$ cat config.mk
export PLATFORM = sky130hd
export DESIGN_NAME = tap_read_router
export DESIGN_NICKNAME = d
export VERILOG_FILES = /design/src/rtl/uart_pkg.sv /design/src/rtl/rr_select.sv /design/src/rtl/tap_read_router.sv
export SDC_FILE = /design/constraint.sdc
export NUM_CORES = 1
export LEC_CHECK = 0
export ABC_AREA = 1
export BUFFER_PORTS_ARGS = -buffer_cell sky130_fd_sc_hd__buf_2
export CORE_MARGIN = 2
export CORE_UTILIZATION = 45
export DETAILED_ROUTE_END_ITERATION = 7
export MAX_ROUTING_LAYER = met4
export PLACE_DENSITY_LB_ADDON = 0.1
export SYNTH_ARGS = -nofsm -noshare
export SYNTH_HDL_FRONTEND = slang
export SYNTH_SLANG_ARGS = --single-unit
$ cat constraint.sdc
create_clock -name CLK_I -period 7.4 [get_ports CLK_I]
set_input_delay 0.37 -clock CLK_I [delete_from_list [all_inputs] [get_ports CLK_I]]
set_output_delay 0.37 -clock CLK_I [all_outputs]
set_load 0.005 [all_outputs]
$ cat src/rtl/uart_pkg.sv
// Shared TAP constants and the read router state encoding.
package uart_pkg;

    localparam int unsigned IRLENGTH = 5;

    localparam logic [IRLENGTH-1:0] ADDR_IDCODE  = 5'h01;
    localparam logic [IRLENGTH-1:0] ADDR_DTMCS   = 5'h10;
    localparam logic [IRLENGTH-1:0] ADDR_DMI     = 5'h11;
    localparam logic [IRLENGTH-1:0] ADDR_STB0_CS = 5'h12;
    localparam logic [IRLENGTH-1:0] ADDR_STB1_CS = 5'h13;
    localparam logic [IRLENGTH-1:0] ADDR_STB0_D  = 5'h14;
    localparam logic [IRLENGTH-1:0] ADDR_STB1_D  = 5'h15;
    localparam logic [IRLENGTH-1:0] ADDR_NOP     = 5'h1F;

    localparam logic [31:0] IDCODEVALUE   = 32'h1000_0CDB;
    localparam logic [31:0] DTMCS_DEFAULT = 32'h0000_5071;

    typedef enum logic [1:0] {
        IDLE  = 2'd0,
        FETCH = 2'd1,
        DONE  = 2'd2
    } read_state_e;

endpackage

$ cat src/rtl/rr_select.sv
// Rotating-priority selector: first set request at or after start_i, wrapping.
module rr_select #(
    parameter int unsigned N = 5,
    localparam int unsigned IW = (N > 1) ? $clog2(N) : 1
) (
    input  logic [N-1:0]  req_i,
    input  logic [IW-1:0] start_i,
    output logic [N-1:0]  gnt_o,
    output logic [IW-1:0] idx_o,
    output logic          any_o
);

    logic [IW-1:0] pos;

    // Walk the request vector from the start pointer and grant the first hit.
    always_comb begin
        gnt_o = '0;
        idx_o = '0;
        any_o = 1'b0;
        pos   = '0;
        for (int k = 0; k < int'(N); k++) begin
            pos = IW'((int'(start_i) + k) % int'(N));
            if (!any_o && req_i[pos]) begin
                any_o      = 1'b1;
                gnt_o[pos] = 1'b1;
                idx_o      = pos;
            end
        end
    end

endmodule

$ cat src/rtl/tap_read_router.sv
// Read-side router between the TAP read arbiter and the peripheral read channels.
module tap_read_router
    import uart_pkg::*;
#(
    parameter int unsigned                 NUM_CH     = 5,
    parameter int unsigned                 READ_WIDTH = 41,
    parameter logic [NUM_CH*IRLENGTH-1:0]  CH_ADDR    = {ADDR_STB1_D, ADDR_STB0_D, ADDR_STB1_CS,
                                                         ADDR_STB0_CS, ADDR_DMI},
    parameter bit                          RR_MODE    = 1'b1,
    parameter int unsigned                 TIMEOUT    = 0
) (
    input  logic                          CLK_I,
    input  logic                          RST_I,
    input  logic                          READ_REQ_I,
    input  logic [IRLENGTH-1:0]           READ_ADDRESS_I,
    output logic [READ_WIDTH-1:0]         READ_DATA_O,
    output logic                          READ_VALID_O,
    input  logic                          READ_READY_I,
    output logic                          READ_ERR_O,
    output logic [IRLENGTH-1:0]           VALID_ADDRESS_O,
    input  logic [NUM_CH-1:0]             CH_VALID_I,
    output logic [NUM_CH-1:0]             CH_READY_O,
    input  logic [NUM_CH*READ_WIDTH-1:0]  CH_DATA_I
);

    localparam int unsigned IW    = (NUM_CH > 1) ? $clog2(NUM_CH) : 1;
    localparam int unsigned CNT_W = (TIMEOUT > 0) ? $clog2(TIMEOUT + 1) : 1;

    if (NUM_CH < 1 || NUM_CH > 16) begin : g_bad_num_ch
        $error("tap_read_router: NUM_CH must be in 1..16");
    end
    if (READ_WIDTH < $bits(IDCODEVALUE)) begin : g_bad_width
        $error("tap_read_router: READ_WIDTH narrower than IDCODEVALUE");
    end

    read_state_e            state_q, state_d;
    logic [IRLENGTH-1:0]    addr_q, addr_d;
    logic [READ_WIDTH-1:0]  data_q, data_d;
    logic                   err_q, err_d;
    logic [CNT_W-1:0]       cnt_q, cnt_d;
    logic [IW-1:0]          rr_ptr_q, rr_ptr_d;
    logic [IRLENGTH-1:0]    va_q, va_d;

    logic                   ch_hit;
    logic [IW-1:0]          ch_idx;
    logic [NUM_CH-1:0]      sel_gnt;
    logic [IW-1:0]          sel_idx;
    logic                   sel_any;
    logic [IW-1:0]          sel_start;

    // Address decode of the latched request; lowest channel wins on duplicates.
    always_comb begin
        ch_hit = 1'b0;
        ch_idx = '0;
        for (int i = int'(NUM_CH) - 1; i >= 0; i--) begin
            if (addr_q == CH_ADDR[i*IRLENGTH +: IRLENGTH]) begin
                ch_hit = 1'b1;
                ch_idx = IW'(i);
            end
        end
    end

    // Channel ready depends only on registered state, never on inputs.
    always_comb begin
        CH_READY_O = '0;
        if (state_q == FETCH && ch_hit) begin
            CH_READY_O[ch_idx] = 1'b1;
        end
    end

    // Next-state and datapath loads for the request/fetch/hold sequence.
    always_comb begin
        state_d  = state_q;
        addr_d   = addr_q;
        data_d   = data_q;
        err_d    = err_q;
        cnt_d    = cnt_q;
        rr_ptr_d = rr_ptr_q;
        case (state_q)
            IDLE: begin
                if (READ_REQ_I) begin
                    addr_d  = READ_ADDRESS_I;
                    cnt_d   = '0;
                    state_d = FETCH;
                end
            end
            FETCH: begin
                if (ch_hit) begin
                    if (CH_VALID_I[ch_idx]) begin
                        data_d   = CH_DATA_I[ch_idx*READ_WIDTH +: READ_WIDTH];
                        err_d    = 1'b0;
                        state_d  = DONE;
                        rr_ptr_d = (ch_idx == IW'(NUM_CH - 1)) ? '0 : ch_idx + 1'b1;
                    end else if (TIMEOUT != 0 && cnt_q == CNT_W'(TIMEOUT)) begin
                        data_d  = '0;
                        err_d   = 1'b1;
                        state_d = DONE;
                    end else begin
                        cnt_d = cnt_q + 1'b1;
                    end
                end else if (addr_q == ADDR_IDCODE) begin
                    data_d  = READ_WIDTH'(IDCODEVALUE);
                    err_d   = 1'b0;
                    state_d = DONE;
                end else if (addr_q == ADDR_DTMCS) begin
                    data_d  = READ_WIDTH'(DTMCS_DEFAULT);
                    err_d   = 1'b0;
                    state_d = DONE;
                end else begin
                    data_d  = '0;
                    err_d   = 1'b1;
                    state_d = DONE;
                end
            end
            DONE: begin
                if (READ_READY_I) begin
                    if (READ_REQ_I) begin
                        addr_d  = READ_ADDRESS_I;
                        cnt_d   = '0;
                        state_d = FETCH;
                    end else begin
                        state_d = IDLE;
                    end
                end
            end
            default: state_d = IDLE;
        endcase
    end

    // Pending-channel selection; fixed priority pins the search start at 0.
    assign sel_start = RR_MODE ? rr_ptr_q : '0;

    rr_select #(.N(NUM_CH)) u_rr_select (
        .req_i   (CH_VALID_I),
        .start_i (sel_start),
        .gnt_o   (sel_gnt),
        .idx_o   (sel_idx),
        .any_o   (sel_any)
    );

    // Reported address of the selected pending channel, NOP when none pending.
    assign va_d = sel_any ? CH_ADDR[sel_idx*IRLENGTH +: IRLENGTH] : ADDR_NOP;

    // Grant vector and index must describe the same channel.
    a_sel_consistent: assert property (@(posedge CLK_I) disable iff (RST_I)
        sel_gnt == (sel_any ? (NUM_CH'(1) << sel_idx) : NUM_CH'(0)));

    // State register.
    always_ff @(posedge CLK_I or posedge RST_I) begin
        if (RST_I) begin
            state_q <= IDLE;
        end else begin
            state_q <= state_d;
        end
    end

    // Datapath registers: latched address, output stage, timer, pointer.
    always_ff @(posedge CLK_I or posedge RST_I) begin
        if (RST_I) begin
            addr_q   <= ADDR_NOP;
            data_q   <= '0;
            err_q    <= 1'b0;
            cnt_q    <= '0;
            rr_ptr_q <= '0;
            va_q     <= ADDR_NOP;
        end else begin
            addr_q   <= addr_d;
            data_q   <= data_d;
            err_q    <= err_d;
            cnt_q    <= cnt_d;
            rr_ptr_q <= rr_ptr_d;
            va_q     <= va_d;
        end
    end

    assign READ_DATA_O     = data_q;
    assign READ_ERR_O      = err_q;
    assign READ_VALID_O    = (state_q == DONE);
    assign VALID_ADDRESS_O = va_q;

endmodule

==> results of run 1 <==
==> power groups by stage <==
stage	clock [mW]	combinational (mW)	sequential, mW
CTS	0.245	2.01	0.556
global route	0.257	2.34	0.571
global placement	0	1.99	0.559
finish	0.242	2.01	0.557
detailed placement	0	2.00	0.560
floorplan	0	1.49	0.553
==> layout by cell type, fill, tap and decap left out, types with 13 or more instances in the layout <==
master / instances
buf_2: 271
nand2_1: 196
nor2_1: 81
inv_1: 60
nand3_1: 59
dfrtp_1: 47
o21ai_0: 46
o22ai_1: 39
a21oi_1: 23
ha_1: 19
a32o_1: 18
o211ai_1: 13
==> routing by layer <==
layer	vias up	track usage [%]	routed length [microns]
met3	27	5.63	1110
met4	0	8.97	374
li1	3019	-	-
met1	2737	39.1	7540
met5	-	-	0
met2	221	53.9	8930
==> final timing paths <==
path	end	slack (ns)	cells after the start
setup / recovery	READ_DATA_O[6]	2.88	14
hold / removal	READ_DATA_O[10]	0.23	3
setup reg to reg	READ_DATA_O[6]	2.88	14
hold reg to reg	READ_DATA_O[18]	0.48	2
max in group asynchronous	READ_DATA_O[13]	6.67	3
min in group CLK_I	addr_q[0]	0.26	3
==> area by class of cell <==
class	count	area, sq um	share of cell area, %
Timing Repair Buffer	275	1390	21.5
Sequential cell	57	1440	22.3
Clock inverter	4	22.5	0.349
Inverter	72	270	4.19
Multi-Input combinational cell	570	3020	46.8
Antenna cell	2	5.00	0.0777
Tap cell	136	170	2.64
Clock buffer	12	135	2.10
==> state kept, by name, summed over array words and instances (netlist names) <==
signal           cells
READ_DATA_O         41
VALID_ADDRESS_O      5
addr_q               5
rr_ptr_q             3
READ_ERR_O           1
state_q              2
==> worst reg2reg max path: stages, from the launching register on <==
cell and delay (ns):
dfstp_2 0.57, nor3_2 0.06, inv_2 0.08, nor2_4 0.04
nand2_1 0.63, nand2_2 0.47, inv_2 0.54, nand2_1 0.20
nor2_4 0.29, o21ai_2 0.27, nand2_1 0.19, nand2_2 0.47
inv_2 0.41, nor2_1 0.07, a41oi_1 0.16
==> kinds of logic after synthesis <==
logic type	after synthesis	share of synthesized area, %
buffers and inverters	104	8.27
and+or+nand+nor	367	32.0
muxes	1	0.232
AOI/OAI and AO/OA	179	24.3
xor gates and xnor gates	4	0.722
DFF	57	29.6
adders and majority gates	19	4.90
==> stage by stage <==
stage	hold WS [ns]	worst slack, ns	util (%)	instance area, sq um
6_report	0.232	2.88	61.9	6440
5_1_grt	0.263	2.42	61.9	6440
4_1_cts	0.244	2.91	61.8	6440
3_5_place_dp	0.469	2.94	60.3	6280
3_3_place_gp	0.460	3.07	60.3	6280
2_1_floorplan	0.453	4.01	-	4850
==> results.json, run 1 <==
{
  "yosys.cell_count.top_type": "nand2_1",
  "critPathKind": "register to register",
  "fin_tns_setup_ns": 0,
  "power.internal_mw": 1.31,
  "max-vdd-ir-drop_v": 0.000237,
  "ant_nets": 0,
  "die_area_sq_mm": 0.0116,
  "rsz0062_at_grt": "false",
  "avgSynthCellArea_sq_um": 6.64,
  "dpl.hpwl_mm": 14.1,
  "worst-path-buf-inv": 3,
  "drcViolationCount": 0,
  "die_h_microns": 108,
  "rows": 37,
  "fin_crit_sh_pct": 61.1,
  "cts_setup_buffers": 0,
  "p_switching_mw": 1.50,
  "core_area_sq_mm": 0.0104,
  "port-buffer-count": 271,
  "syn_inst": 731,
  "synth_async_sr_flop_share_pct": 100,
  "grt_pass1_vias": 5687,
  "grt_max_degree": 58,
  "viasPerCell": 5.32,
  "netlist_area_sq_mm": 0.00485,
  "antenna_found_initial": 2,
  "p_leak_nw": 3.56,
  "io_pins": 272,
  "setup_viol": 0,
  "cp-start-kind": "register",
  "ctsHoldBuffers": 0,
  "critPathMaxStageDelay_ns": 0.63,
  "yosysSeqAreaShare_pct": 29.6,
  "via_count": 6004,
  "worstMarginPinSlew_ns": 1.03,
  "die_w_microns": 108,
  "critPathMaxFanout": 43,
  "clock-sinks": 57,
  "slowest_stage": "nand2_1",
  "synth_top_cell_by_area": "dfrtp_1",
  "totalWireLength_mm": 18.0,
  "initial_core_util_pct": 46.6,
  "crit_chain": "nor3_2 -> inv_2 -> nor2_4 -> nand2_1 -> nand2_2 -> inv_2 -> nand2_1 -> nor2_4 -> o21ai_2 -> nand2_1 -> nand2_2 -> inv_2 -> nor2_1 -> a41oi_1",
  "power_frac_comb_pct": 71.6,
  "synth_edf_count": 0,
  "drive_gt1_share_pct": 33.8,
  "clock_latency_ns": 0.34,
  "worstPathRequired_ns": 7.66,
  "layout.cells.non_filler": 1128,
  "ctsResizeCount": 0,
  "nFillCells": 1057,
  "clkPwrFrac_pct": 8.6,
  "drtIter0Drc": 348,
  "swShare_pct": 53.4,
  "cts_tree": "built",
  "ys_ff_latch": 57,
  "routabilityCongestion": 0.920,
  "fmax_mhz": 221,
  "drv_cap": 0,
  "fin_crit_ns": 4.52,
  "totalPowerFinal_mw": 2.81,
  "cts.htree.levels": 3,
  "wire_per_inst_microns": 15.9,
  "maxSlewHeadroom_pct": 31.6,
  "drtPass1Iterations": 5,
  "worstHoldPathType": "input port to asynchronous set/reset pin",
  "grt_usage_pct": 31.9,
  "final-hold-violation-count": 0,
  "yosys-top-cells-count": "nand2_1, nor2_1, inv_1",
  "cts.path.max_buffers": 2,
  "status": "finished clean",
  "crit_family": "simple AND/OR/NAND/NOR gates",
  "area_growth_syn_to_layout_pct": 32.8,
  "worst_ep_arrival_time_ns": 4.78,
  "startpoint": "addr_q[2]",
  "p_seq_share_pct": 19.8,
  "slew_violations": 0,
  "clk_pin_slew_ns": 0.07,
  "grt_first_pass_wirelength_mm": 28.0,
  "final_net_count": 1223,
  "dpl.cell_count": 1110,
  "cts_buffers": 9,
  "powerDensity_mw_per_mm2": 436,
  "cts_root_buf": "clkbuf_8",
  "synth.distinct_cells": 38,
  "fin_skew_ns": 0.00780,
  "ys_dominant_reg_cell": "dfrtp_1",
  "yosysWarningCount": 0,
  "overflow": 0,
  "synth_area_leaders": "dfrtp_1, nand2_1, nor2_1",
  "synth_nets": 969,
  "worst_setup_path_end_kind": "register",
  "yosysTopAreaCellShare_pct": 24.2,
  "r2r_start": "addr_q[2]"
}
Note: power is estimated with default switching activity, not from simulation.
==> run 2: changes to the inputs <==
--- a/config.mk
+++ b/config.mk
@@ -8,7 +8,7 @@
 export ABC_AREA = 1
 export BUFFER_PORTS_ARGS = -buffer_cell sky130_fd_sc_hd__buf_2
 export CORE_MARGIN = 2
-export CORE_UTILIZATION = 45
+export CORE_UTILIZATION = 41
 export DETAILED_ROUTE_END_ITERATION = 7
 export MAX_ROUTING_LAYER = met4
 export PLACE_DENSITY_LB_ADDON = 0.1
==> constraint.sdc (replaced) <==
create_clock -name CLK_I -period 4 [get_ports CLK_I]
set_input_delay 0.2 -clock CLK_I [delete_from_list [all_inputs] [get_ports CLK_I]]
set_output_delay 0.2 -clock CLK_I [all_outputs]
set_load 0.005 [all_outputs]
==> results.json, run 2 (same netlist as run 1, synthesis figures left out) <==
{
  "viasPerCell": 5.30,
  "fin_area_sq_mm": 0.00669,
  "timing.critical_path.mode_cell": "nand2_1",
  "grt_max_degree": 58,
  "slowest_stage": "dfrtp_2",
  "ctsResizeCount": 0,
  "antenna_found_initial": 0,
  "nFillCells": 1135,
  "rrSetupSlack_ns": 0.43,
  "worstMarginPinSlew_ns": 1.04,
  "port-buffer-count": 271,
  "grt_usage_pct": 28.6,
  "die_h_microns": 113,
  "wire_per_inst_microns": 16.0,
  "via_count": 6032,
  "worst-path-buf-inv": 8,
  "fin_ws_ns": 0.426,
  "critPathKind": "register to register",
  "clock_latency_ns": 0.32,
  "diodes": 0,
  "p_leak_nw": 3.68,
  "grt_first_pass_wirelength_mm": 28.3,
  "drive_gt1_share_pct": 34.7,
  "ctsHoldBuffers": 0,
  "register_area_sq_mm": 0.00144,
  "fin_tns_setup_ns": 0,
  "rsz0062_at_grt": "false",
  "worst_setup_path_end_kind": "register",
  "overflow": 0,
  "fmax_mhz": 280,
  "cts_tree": "built",
  "worstHoldPathType": "input port to asynchronous set/reset pin",
  "totalWireLength_mm": 18.3,
  "worst_ep_arrival_time_ns": 3.81,
  "initial_core_util_pct": 42.3,
  "startpoint": "rr_ptr_q[1]",
  "worstPathRequired_ns": 4.24,
  "fin_crit_ns": 3.57,
  "clock-sinks": 57,
  "grt_pass1_vias": 5543,
  "layout_common_cells": "buf_2, nand2_1, nor2_1, inv_1, nand3_1",
  "slew_violations": 0,
  "powerDensity_mw_per_mm2": 857,
  "critPathMaxStageDelay_ns": 0.47,
  "multi_input_area_sq_mm": 0.00303,
  "r2r-end": "VALID_ADDRESS_O[2]",
  "io_pins": 272,
  "layout_commonest_cell": "buf_2",
  "placed_cell_area_sq_mm": 0.00634,
  "cp-start-kind": "register",
  "final_net_count": 1229,
  "fin_skew_ns": 0.0120,
  "drv_cap": 0,
  "clk_pin_slew_ns": 0.05,
  "dpl.hpwl_mm": 14.1,
  "max-vdd-ir-drop_v": 0.000816,
  "setup_viol": 0,
  "worst-path-stages": 31,
  "crit_family": "simple AND/OR/NAND/NOR gates",
  "drtPass1Iterations": 5,
  "maxSlewHeadroom_pct": 30.8,
  "critPathCapture": "VALID_ADDRESS_O[2]",
  "area_growth_syn_to_layout_pct": 37.8,
  "critPathMaxFanout": 9,
  "largest_reg_flops": 41,
  "cts.path.max_buffers": 2,
  "cts.htree.levels": 3,
  "pre_cts_slack_ns": 0.307,
  "rows": 39,
  "status": "finished clean",
  "drtIter0Drc": 333,
  "cts_buffers": 9,
  "worstRegToRegCells": 31,
  "drcViolationCount": 0,
  "die_w_microns": 113,
  "core_area_sq_mm": 0.0115,
  "die_area_sq_mm": 0.0127,
  "final-hold-violation-count": 0,
  "cts_root_buf": "clkbuf_16",
  "cts_setup_buffers": 0,
  "r2r_start": "rr_ptr_q[1]",
  "fin_crit_sh_pct": 89.4,
  "ant_nets": 0,
  "routabilityCongestion": 0.894
}
run 2: through the flow:
stage	power [mW]	utilization, %	hold WS, ns	cells
after CTS	5.70	58.2	0.104	1139
after global placement	4.77	55.3	0.434	1123
after global routing	6.35	58.3	0.123	1139
after floorplan	3.79	-	0.330	731
final	5.73	58.3	0.0604	1139
after detailed placement	4.81	55.3	0.441	1123
run 2: layer usage:
layer  global-route usage [%]  wire length (microns)  vias to the layer above
met5                        -                      0                        -
met1                     34.6                   7650                     2762
met4                     7.48                    260                        0
met3                     4.34                   1120                       19
li1                         -                      -                     3031
met2                     50.1                   9240                      220
run 2: worst register-to-register path: cells and delay by family, from the launching register on:
kind,cells,cell delay (ns)
compound gates,2,0.16
fa+ha+maj,5,1.05
buf+inv,8,0.56
flops,1,0.47
simple gates,16,1.24
run 2: how the worst min path moves through the flow:
stage / startpoint / endpoint / slack [ns] / cells after the start
finish: RST_I / READ_DATA_O[10] / 0.06 / 3
global route: READ_ADDRESS_I[2] / addr_q[2] / 0.12 / 2
CTS: RST_I / READ_DATA_O[7] / 0.10 / 3
detailed placement: READ_ADDRESS_I[0] / addr_q[0] / 0.44 / 3
global placement: READ_ADDRESS_I[2] / addr_q[2] / 0.43 / 2
floorplan: READ_ADDRESS_I[0] / addr_q[0] / 0.33 / 2
run 2: where the power goes:
| group | internal [mW] | total (mW) | switching (mW) |
|---|---|---|---|
| clock network | 0.595 | 0.862 | 0.267 |
| registers | 0.864 | 1.01 | 0.147 |
| logic | 1.38 | 3.86 | 2.48 |
| total | 2.84 | 5.73 | 2.89 |
run 2: layout make-up:
cell class,count,share of cell area [%]
inverter,72,4.08
sequential,57,21.5
tap,143,2.67
clock inverter,4,1.10
timing repair buffer,281,21.4
clock buffer,12,3.98
multi-input combinational,570,45.2
